File: src/rtl/feed_pkg.sv
// Shared feed definitions for the ITCH framer and the order-book parser:
// frame geometry, field bit positions, message codes and a byte-packing helper.
package feed_pkg;

    localparam int MSG_BYTES  = 40;
    localparam int MIN_BYTES  = 34;
    localparam int FIFO_DEPTH = 4;
    localparam int FRAME_W    = 8 * MSG_BYTES;

    localparam int REQ_TYPE_MSB = 319;
    localparam int ORDER_ID_MSB = 247;
    localparam int STOCK_ID_MSB = 183;
    localparam int SIDE_MSB     = 151;
    localparam int QTY_MSB      = 143;
    localparam int PRICE_MSB    = 111;

    localparam logic [7:0] REQ_TYPE_ADD      = 8'h53;
    localparam logic [7:0] REQ_TYPE_DELETE   = 8'h44;
    localparam logic [7:0] REQ_TYPE_DECREASE = 8'h45;

    localparam logic [31:0] STOCK1 = 32'h0000_0010;
    localparam logic [31:0] STOCK2 = 32'h0000_0020;
    localparam logic [31:0] STOCK3 = 32'h0000_0030;
    localparam logic [31:0] STOCK4 = 32'h0000_0040;

    typedef enum logic [0:0] {
        ST_COLLECT = 1'b0,
        ST_HOLD    = 1'b1
    } framer_state_e;

    // Writes data into byte slot 'slot' (slot 0 is the MSB byte); slots past the frame are ignored.
    function automatic logic [FRAME_W-1:0] place_byte(input logic [FRAME_W-1:0] frame,
                                                      input logic [5:0]         slot,
                                                      input logic [7:0]         data);
        logic [FRAME_W-1:0] f;
        f = frame;
        for (int k = 0; k < MSG_BYTES; k++) begin
            if (slot == 6'(k)) begin
                f[FRAME_W-1-8*k -: 8] = data;
            end
        end
        return f;
    endfunction

endpackage

File: src/rtl/itch_msg_framer_frame_fifo.sv
// DEPTH x WIDTH synchronous frame FIFO whose head entry is held in a register,
// so a frame pushed into an empty queue is visible on the same edge.
module frame_fifo #(
    parameter int DEPTH = 4,
    parameter int WIDTH = 320
) (
    input  logic                     clk,
    input  logic                     reset,
    input  logic                     push,
    input  logic [WIDTH-1:0]         push_data,
    input  logic                     pop,
    output logic [WIDTH-1:0]         head,
    output logic                     full,
    output logic                     empty,
    output logic [$clog2(DEPTH):0]   count
);

    localparam int AW = $clog2(DEPTH);
    localparam logic [AW:0]   CNT_ONE  = (AW+1)'(1);
    localparam logic [AW:0]   CNT_FULL = (AW+1)'(DEPTH);
    localparam logic [AW-1:0] PTR_ONE  = AW'(1);

    logic [WIDTH-1:0] mem_r [DEPTH];
    logic [WIDTH-1:0] head_r;
    logic [AW-1:0]    wr_ptr_r;
    logic [AW-1:0]    rd_ptr_r;
    logic [AW-1:0]    rd_next_s;
    logic [AW:0]      count_r;
    logic             pop_en_s;
    logic             push_en_s;

    assign pop_en_s  = pop && (count_r != '0);
    assign push_en_s = push && ((count_r != CNT_FULL) || pop_en_s);
    assign rd_next_s = rd_ptr_r + PTR_ONE;

    assign head  = head_r;
    assign count = count_r;
    assign full  = (count_r == CNT_FULL);
    assign empty = (count_r == '0);

    // Storage array write port.
    always_ff @(posedge clk) begin
        if (push_en_s) begin
            mem_r[wr_ptr_r] <= push_data;
        end
    end

    // Pointers, occupancy and the registered head frame.
    always_ff @(posedge clk) begin
        if (reset) begin
            wr_ptr_r <= '0;
            rd_ptr_r <= '0;
            count_r  <= '0;
            head_r   <= '0;
        end else begin
            if (push_en_s) begin
                wr_ptr_r <= wr_ptr_r + PTR_ONE;
            end
            if (pop_en_s) begin
                rd_ptr_r <= rd_next_s;
            end
            case ({push_en_s, pop_en_s})
                2'b10:   count_r <= count_r + CNT_ONE;
                2'b01:   count_r <= count_r - CNT_ONE;
                default: count_r <= count_r;
            endcase
            // With two or more entries the successor is already in the array; otherwise it is the incoming frame.
            if (pop_en_s) begin
                if (count_r > CNT_ONE) begin
                    head_r <= mem_r[rd_next_s];
                end else if (push_en_s) begin
                    head_r <= push_data;
                end else begin
                    head_r <= '0;
                end
            end else if (push_en_s && (count_r == '0)) begin
                head_r <= push_data;
            end
        end
    end

endmodule

File: src/rtl/itch_msg_framer.sv
// Packs the feed byte stream into fixed 40-byte frames (MSB-first), drops runts,
// truncates oversize messages, and queues complete frames for the parser.
module itch_msg_framer
    import feed_pkg::*;
#(
    parameter int DEPTH = FIFO_DEPTH
) (
    input  logic               clk,
    input  logic               reset,
    input  logic               in_valid,
    input  logic [7:0]         in_data,
    input  logic               in_last,
    output logic               in_ready,
    input  logic               buf_pop,
    output logic [FRAME_W-1:0] ff_buffer,
    output logic               buffer_not_empty,
    output logic               err_overflow,
    output logic               err_runt
);

    localparam int         CW      = $clog2(DEPTH) + 1;
    localparam logic [5:0] CNT_SAT = 6'(MSG_BYTES + 1);

    framer_state_e      state_r;
    framer_state_e      state_nxt_s;
    logic [5:0]         byte_cnt_r;
    logic [5:0]         cnt_nxt_s;
    logic [FRAME_W-1:0] asm_r;
    logic [FRAME_W-1:0] asm_nxt_s;
    logic [FRAME_W-1:0] frame_s;
    logic [FRAME_W-1:0] push_data_s;
    logic [6:0]         msg_len_s;
    logic               push_s;
    logic               push_ok_s;
    logic               in_ready_r;
    logic               ovf_r;
    logic               runt_r;
    logic               ovf_nxt_s;
    logic               runt_nxt_s;
    logic               fifo_full_s;
    logic               fifo_empty_s;
    logic [CW-1:0]      fifo_count_s;

    // A full queue can still take a frame when the parser frees the head on the same edge.
    assign push_ok_s = !fifo_full_s || (buf_pop && !fifo_empty_s);
    assign frame_s   = place_byte(asm_r, byte_cnt_r, in_data);
    assign msg_len_s = {1'b0, byte_cnt_r} + 7'd1;

    assign in_ready         = in_ready_r;
    assign buffer_not_empty = (fifo_count_s != '0);
    assign err_overflow     = ovf_r;
    assign err_runt         = runt_r;

    // Next-state, packing and push decisions for the framer.
    always_comb begin
        state_nxt_s = state_r;
        cnt_nxt_s   = byte_cnt_r;
        asm_nxt_s   = asm_r;
        push_s      = 1'b0;
        push_data_s = asm_r;
        ovf_nxt_s   = 1'b0;
        runt_nxt_s  = 1'b0;
        case (state_r)
            ST_COLLECT: begin
                if (in_valid && in_ready_r) begin
                    if (in_last) begin
                        cnt_nxt_s = 6'd0;
                        if (msg_len_s < 7'(MIN_BYTES)) begin
                            runt_nxt_s = 1'b1;
                            asm_nxt_s  = '0;
                        end else begin
                            ovf_nxt_s = (msg_len_s > 7'(MSG_BYTES));
                            if (push_ok_s) begin
                                push_s      = 1'b1;
                                push_data_s = frame_s;
                                asm_nxt_s   = '0;
                            end else begin
                                asm_nxt_s   = frame_s;
                                state_nxt_s = ST_HOLD;
                            end
                        end
                    end else begin
                        asm_nxt_s = frame_s;
                        cnt_nxt_s = (byte_cnt_r == CNT_SAT) ? CNT_SAT : byte_cnt_r + 6'd1;
                    end
                end else begin
                    state_nxt_s = ST_COLLECT;
                end
            end
            ST_HOLD: begin
                if (push_ok_s) begin
                    push_s      = 1'b1;
                    push_data_s = asm_r;
                    asm_nxt_s   = '0;
                    cnt_nxt_s   = 6'd0;
                    state_nxt_s = ST_COLLECT;
                end else begin
                    state_nxt_s = ST_HOLD;
                end
            end
            default: begin
                state_nxt_s = ST_COLLECT;
                cnt_nxt_s   = 6'd0;
                asm_nxt_s   = '0;
            end
        endcase
    end

    // Framer state, assembly register and registered handshake/error outputs.
    always_ff @(posedge clk) begin
        if (reset) begin
            state_r    <= ST_COLLECT;
            byte_cnt_r <= 6'd0;
            asm_r      <= '0;
            in_ready_r <= 1'b0;
            ovf_r      <= 1'b0;
            runt_r     <= 1'b0;
        end else begin
            state_r    <= state_nxt_s;
            byte_cnt_r <= cnt_nxt_s;
            asm_r      <= asm_nxt_s;
            in_ready_r <= (state_nxt_s == ST_COLLECT);
            ovf_r      <= ovf_nxt_s;
            runt_r     <= runt_nxt_s;
        end
    end

    frame_fifo #(
        .DEPTH (DEPTH),
        .WIDTH (FRAME_W)
    ) u_frame_fifo (
        .clk       (clk),
        .reset     (reset),
        .push      (push_s),
        .push_data (push_data_s),
        .pop       (buf_pop),
        .head      (ff_buffer),
        .full      (fifo_full_s),
        .empty     (fifo_empty_s),
        .count     (fifo_count_s)
    );

endmodule

File: config.mk
export PLATFORM = sky130hd
export DESIGN_NAME = itch_msg_framer
export DESIGN_NICKNAME = d
export VERILOG_FILES = /design/src/rtl/feed_pkg.sv /design/src/rtl/itch_msg_framer_frame_fifo.sv /design/src/rtl/itch_msg_framer.sv
export SDC_FILE = /design/constraint.sdc
export NUM_CORES = 2
export LEC_CHECK = 0
export ABC_AREA = 1
export BUFFER_PORTS_ARGS = -buffer_cell sky130_fd_sc_hd__buf_2
export CORE_MARGIN = 3
export CORE_UTILIZATION = 60
export CTS_BUF_LIST = sky130_fd_sc_hd__clkbuf_16
export DETAILED_ROUTE_END_ITERATION = 8
export GPL_TIMING_DRIVEN = 1
export PLACE_DENSITY_LB_ADDON = 0.15
export SYNTH_ARGS = -nofsm -noshare
export SYNTH_HDL_FRONTEND = slang
export SYNTH_SLANG_ARGS = --single-unit
export TNS_END_PERCENT = 50
File: constraint.sdc
create_clock -name clk -period 25.7 [get_ports clk]
set_input_delay 5.14 -clock clk [delete_from_list [all_inputs] [get_ports clk]]
set_output_delay 5.14 -clock clk [all_outputs]
set_load 0.02 [all_outputs]
Word-level counts from Yosys, hierarchy flattened. Memories as Yosys holds them, arrays and structs flattened. Cells that the tools add are included. Widths: inputs -> output; s select.

Register bits after elaboration: 657. RAM bits: 1280. Bits of input ports: 13. Output and inout bits: 324. Word-level logic and storage cells: 161. Memories: 1.

Add/subtract/negate cells: 6. Magnitude comparators: 3. Eq/ne operators: 46. Mux-type cells: 74. Bitwise logic cells: 4. Reductions and logical operators: 17.

Memory list: u_frame_fifo.mem_r (words 4, bits a word 320, rd ports 1, clocked after memory_dff 0, write ports 1, line itch_msg_framer_frame_fifo.sv:23) `logic [WIDTH-1:0] mem_r [DEPTH];`.

Operators with widths (number): $mux 320 (13); $pmux 320 s2 (2); $mux 8 (40); $eq 6x5->1 const B (16); $eq 6x6->1 const B (9); $eq 6x4->1 const B (8); $eq 6x3->1 const B (4); $mux 6 (4); $eq 6x2->1 const B (2); $pmux 6 s2 (1); $mux 1 (11); $add 6x1->7 const B (1); $gt 7x6->1 const B (1); $lt 7x6->1 const B (1); $add 6x1->6 const B (1); $eq 6x1->1 const B (1); $logic_not 6->1 (1); $pmux 3 s2 (1); $logic_and 1x1->1 (5); $reduce_or 5->1 (1); $add 2x1->2 const B (2); $not 1->1 (4); $pmux 1 s2 (2); $reduce_bool 2->1 (2); other kinds (15) (17).

Logic depth before layout (Yosys ltp).
Depth after elaboration: 13. Gate-level depth with buffers: 18. Mapped depth without buffers: 18.

By module. A second synthesis with hierarchy kept.

Cell total of the unflattened synthesis: 10162. Area, all modules: 86736.9 sq um.

By module, submodules not included: frame_fifo (times used 1, cells an instance 7182, area each 67041.8 sq um, sequential area each 44983.1 sq um); itch_msg_framer (times used 1, cells an instance 2980, area each 19695.1 sq um, sequential area each 6606.3 sq um).

Least setup slack after synthesis. No wires, ideal clock.

Path kind: input to register. Start: input port in_valid. End: memory u_frame_fifo.mem_r[0][0], enable pin. Library setup time: 1.010 ns. Arrival time: 18.877 ns. Data required time: 24.690 ns. Setup slack: 5.814 ns. Stages on the path: 6. Path buffers: 0. Path through: nand2_1 nor2_1 nand2_1 nand2_2 nand2_1 nor2_1.

Longest elaborated chain between the ends: 6.

Ends and longest elaborated chain: from (decl) (line itch_msg_framer.sv:10) `input logic in_valid,`; $logic_and 1x1->1 (line itch_msg_framer.sv:65) `if (in_valid && in_ready_r) begin`; $mux 1 (line itch_msg_framer.sv:65); $pmux 1 s2 (line itch_msg_framer.sv:63) `case (state_r)`; $logic_and 1x1->1 (line itch_msg_framer_frame_fifo.sv:33) `assign push_en_s = push && ((count_r != CNT_FULL) || pop_en_s);`; $mux 1 (line itch_msg_framer_frame_fifo.sv:43) `if (push_en_s) begin`; $mux 1 (not written as such) (line itch_msg_framer_frame_fifo.sv:44) `mem_r[wr_ptr_r] <= push_data;`; to (decl) (line itch_msg_framer_frame_fifo.sv:23).

No other way between the ends.

Final worst setup path.
Start: input port buf_pop. End: register u_frame_fifo.head_r[183] (netlist: u_frame_fifo.head[183]).

Longest elaborated chain between the ends: 11. Elaborated cells between the ends (all ways): 21. Classes of those cells: mux: 14; reduce/logical: 7.

Ends and longest elaborated chain: from (decl) (line itch_msg_framer.sv:14) `input logic buf_pop,`; $logic_and 1x1->1 (line itch_msg_framer.sv:45) `assign push_ok_s = !fifo_full_s || (buf_pop && !fifo_empty_s);`; $logic_or 1x1->1 (line itch_msg_framer.sv:45); $mux 1 (line itch_msg_framer.sv:73, itch_msg_framer.sv:91); $mux 1 (line itch_msg_framer.sv:68) `if (msg_len_s < 7'(MIN_BYTES)) begin`; $mux 1 (line itch_msg_framer.sv:66) `if (in_last) begin`; $mux 1 (line itch_msg_framer.sv:65); $pmux 1 s2 (line itch_msg_framer.sv:63); $logic_and 1x1->1 (line itch_msg_framer_frame_fifo.sv:33); $mux 320 (line itch_msg_framer_frame_fifo.sv:71) `end else if (push_en_s) begin`; $mux 320 (line itch_msg_framer_frame_fifo.sv:69) `if (count_r > CNT_ONE) begin`; $mux 320 (line itch_msg_framer_frame_fifo.sv:68) `if (pop_en_s) begin`; to (signal assigned) (line itch_msg_framer_frame_fifo.sv:70) `head_r <= mem_r[rd_next_s];`; to (signal assigned) (line itch_msg_framer_frame_fifo.sv:72) `head_r <= push_data;`; to (signal assigned) (line itch_msg_framer_frame_fifo.sv:77) `head_r <= push_data;`; to (decl) (line itch_msg_framer_frame_fifo.sv:24) `logic [WIDTH-1:0] head_r;`.

Several ways; a longest one is shown, not always the timed one. The select of a mux whose other input is x is not followed. A chain may end at the register's enable or synchronous reset.

==> Flow_metrics.wiki <==
{| class="wikitable"
! Metric !! Value
|-
| Result of the run || complete, no violations
|-
| Count of buffers inserted at the top-level ports || 336
|-
| H-tree Lvls || 4
|-
| Peak supply drop || roughly 0.000067 V
|-
| Global-route wire length before repair || 351 mm
|-
| Synthesis-stage register bit count || 1937
|-
| Synth area leaders || sky130_fd_sc_hd__edfxtp_1, sky130_fd_sc_hd__dfxtp_1, sky130_fd_sc_hd__nand2_1
|-
| CTS root buffer || sky130_fd_sc_hd__clkbuf_16
|-
| Clock Path Buffers || 3
|-
| Filler instances || 10.7k
|-
| Drt drc || 0
|-
| Final count of negative-setup-slack endpoints || 0
|-
| Share of final-layout standard cells stronger than drive strength 1 || 0.0860
|-
| Number of DRC violations after detailed-routing iteration 0 || 7061
|-
| Cts repair resizes || 0
|-
| Sequential Area || 51600 um^2
|-
| Fmax achieved || 117 MHz
|-
| Routed Antenna Nets || 0
|-
| Hold/Removal Path Class || reg -> reg
|-
| Number of antenna violations at the first check in global routing || 10
|-
| Biggest fanout along the worst timing path || 95
|-
| Arr. time, crit path || 9330 ps
|-
| Commonest cells post-synth || sky130_fd_sc_hd__nand2_1, sky130_fd_sc_hd__edfxtp_1, sky130_fd_sc_hd__nor2_1, sky130_fd_sc_hd__dfxtp_1, sky130_fd_sc_hd__clkbuf_1
|-
| Overflow after GRT || 0
|-
| Relative max-transition margin || 0.126
|-
| Wire length after detailed routing || roughly 230 mm
|-
| Leading cell type by number of instances after synthesis || sky130_fd_sc_hd__nand2_1
|-
| CORE AREA || around 140000 um^2
|-
| Mean cell area of the mapped netlist || 9.73 um^2
|-
| Routability Congestion || approximately 0.83
|-
| Final total negative setup slack || 0 ps
|-
| Number of warning messages in the yosys log || 0
|-
| Clock slew seen by the registers of the worst setup and hold paths || 60 ps
|-
| Lkg Pwr || 34.6 nW
|-
| Post-detailed-route via-to-cell ratio || 5.95
|-
| Post-Synthesis Cells || 8598
|-
| Die X || 379 um
|-
| Worst-case setup margin in the final layout || 17130 ps
|-
| Cell Rows || 136
|-
| Total Die Area || ~140000 um^2
|-
| Buffer count from post-CTS setup fixing || 0
|-
| Worst EP required || 26460 ps
|-
| Largest net degree at the start of global routing || 233
|-
| Tcrit/Tclk final || 0.333
|-
| Number of distinct library cells after synthesis || 31
|-
| Post-synth top flop || sky130_fd_sc_hd__edfxtp_1
|-
| Max capacitance violation total || 0
|-
| Area share of the largest cell type after synthesis || 0.459
|-
| Placed cell count || 10.1k
|-
| Post-synth top area cell || sky130_fd_sc_hd__edfxtp_1
|-
| CTS Buf Count || approximately 190
|-
| Number of global-route vias before repair || between 50k and 60k
|-
| Final design utilization || 0.663
|-
| Initial Utilization || 0.606
|-
| Crit path top cell by count || sky130_fd_sc_hd__buf_4
|-
| Count of hold buffers inserted by post-cts repair || 0
|-
| Kind of end point of the critical path || flop
|-
| Hold Violations, Final || 0
|-
| Number of nets in the layout || approximately 8.4k
|-
| Ratio of total power to cell area || 78.3 nW/um^2
|-
| Skew-Pair Late Insertion Delay || a little over 800 ps
|-
| I/O pin count || 337
|-
| Total buffers and inverters traversed by the critical path || 6
|-
| TritonRoute pass-1 iters || 9
|-
| Non-filler instance count after layout || 10.4k
|-
| Number of vias after detailed routing || between 60k and 70k
|-
| Detail-routed net length per standard cell || 22.4 um
|-
| Pins over their slew limit || 0
|-
| Kind of cell adding the most delay to the critical path || buffers and inverters
|-
| Worst setup skew after layout || 33.1 ps
|-
| Post-synthesis net count || 8624
|-
| Kind of start point of the critical path || input pin
|-
| Number of synthesized flops with an enable pin || between 1k and 1.5k
|-
| Crit-path slowest cell || sky130_fd_sc_hd__buf_4
|-
| Height of the chip || 379 um
|-
| Least-Margin Pin Slew || approximately 1300 ps
|-
| Share of synthesized registers carrying an async set or reset || 0
|-
| Total GRT Usage || 0.318
|-
| Share of synthesized area occupied by flip-flops and latches || 0.616
|-
| Setup repair after global routing missed its margin || no
|-
| Cell-by-cell trace of the critical path || buf_2 > inv_1 > nor2_2 > inv_8 > nor2_4 > buf_4 > buf_4 > buf_4 > nand2_1 > nand2_1 > nor2_1 > nor2_1
|-
| Period minus WS final || 8570 ps
|-
| Category of the critical setup timing path || in -> reg
|-
| Synth-to-Final Area Change || 9.25%
|-
| Clock sink total || 1937
|-
| Half-perimeter wire length after placement || ~120 mm
|-
| Clock tree from TritonCTS || built
|-
| Final hold slack || 464 ps
|-
| Max stage delay on crit path || 980 ps
|-
| Area of the mapped netlist || 83700 um^2
|-
| Pre-CTS setup slack || 16420 ps
|-
| Area of the multi-input gates || between 20000 and 30000 um^2
|}
## layout by cell type, fill, tap and decap left out, types with 320 or more instances in the layout
cell type and n:
sky130_fd_sc_hd__a21oi_1 382, sky130_fd_sc_hd__a22oi_1 320, sky130_fd_sc_hd__buf_2 335, sky130_fd_sc_hd__dfxtp_1 656, sky130_fd_sc_hd__edfxtp_1 1280, sky130_fd_sc_hd__inv_1 542
sky130_fd_sc_hd__nand2_1 2019, sky130_fd_sc_hd__nand3b_1 320, sky130_fd_sc_hd__nor2_1 1098, sky130_fd_sc_hd__o21ai_0 323
## sequential cells by signal (all words and copies together), names as in the netlist
signal                 flops
u_frame_fifo.mem_r      1280
asm_r                    320
u_frame_fifo.head        320
byte_cnt_r                 6
u_frame_fifo.count         3
u_frame_fifo.rd_ptr_r      2
u_frame_fifo.wr_ptr_r      2
err_overflow               1
err_runt                   1
in_ready                   1
state_r                    1
## power by group
part           switching [W]  internal, W  total (W)
Sequential         0.0000816      0.00338    0.00346
Clock                0.00119      0.00150    0.00269
Combinational       0.000684     0.000326    0.00101
## path summary, 6_finish.rpt
path,cells after the start,endpoint,slack [ps],from
worst max register to register,15,u_frame_fifo.mem_r[3][296],19940,byte_cnt_r[1]
worst min register to register,2,asm_r[44],460,asm_r[44]
worst min-delay path,2,asm_r[44],460,asm_r[44]
worst max-delay path,12,u_frame_fifo.head[183],17130,buf_pop
## logic make-up after synthesis
kind of cell             share of synthesized area
AND/OR/NAND/NOR                              0.180
multiplexers                                0.0382
buffers and inverters                       0.0628
AO/OA/AOI/OAI                                0.100
adder cells (fa/ha/maj)                    0.00194
XOR/XNOR                                  0.000105
flip-flops                                   0.616
## tightest hold or removal path, cell delays in order, from the launching register on
cell and delay, ps:
sky130_fd_sc_hd__dfxtp_1 310, sky130_fd_sc_hd__nand2_1 60, sky130_fd_sc_hd__a21oi_1 50
## metrics by stage
step	total power [W]	area (um^2)
floorplan	0.00418	83700
global placement	0.00451	85400
detailed placement	0.00452	85400
CTS	0.00718	91400
global route	0.00740	91400
finish	0.00716	91400
## area by class of cell
type | instances | area share
Multi-Input combinational cell | 5316 | 0.295
Antenna cell | 2 | 0.0000547
Timing Repair Buffer | 427 | 0.0278
Clock inverter | 168 | 0.0124
Tap cell | 1863 | 0.0255
Inverter | 507 | 0.0211
Sequential cell | 1937 | 0.564
Clock buffer | 196 | 0.0536
## routing by layer
layer	GRT usage	wire, um
met1	0.428	91600
met2	0.513	108000
met3	0.0568	24300
met4	0.134	9580
met5	0	16
(Power assumes the default switching activity.)
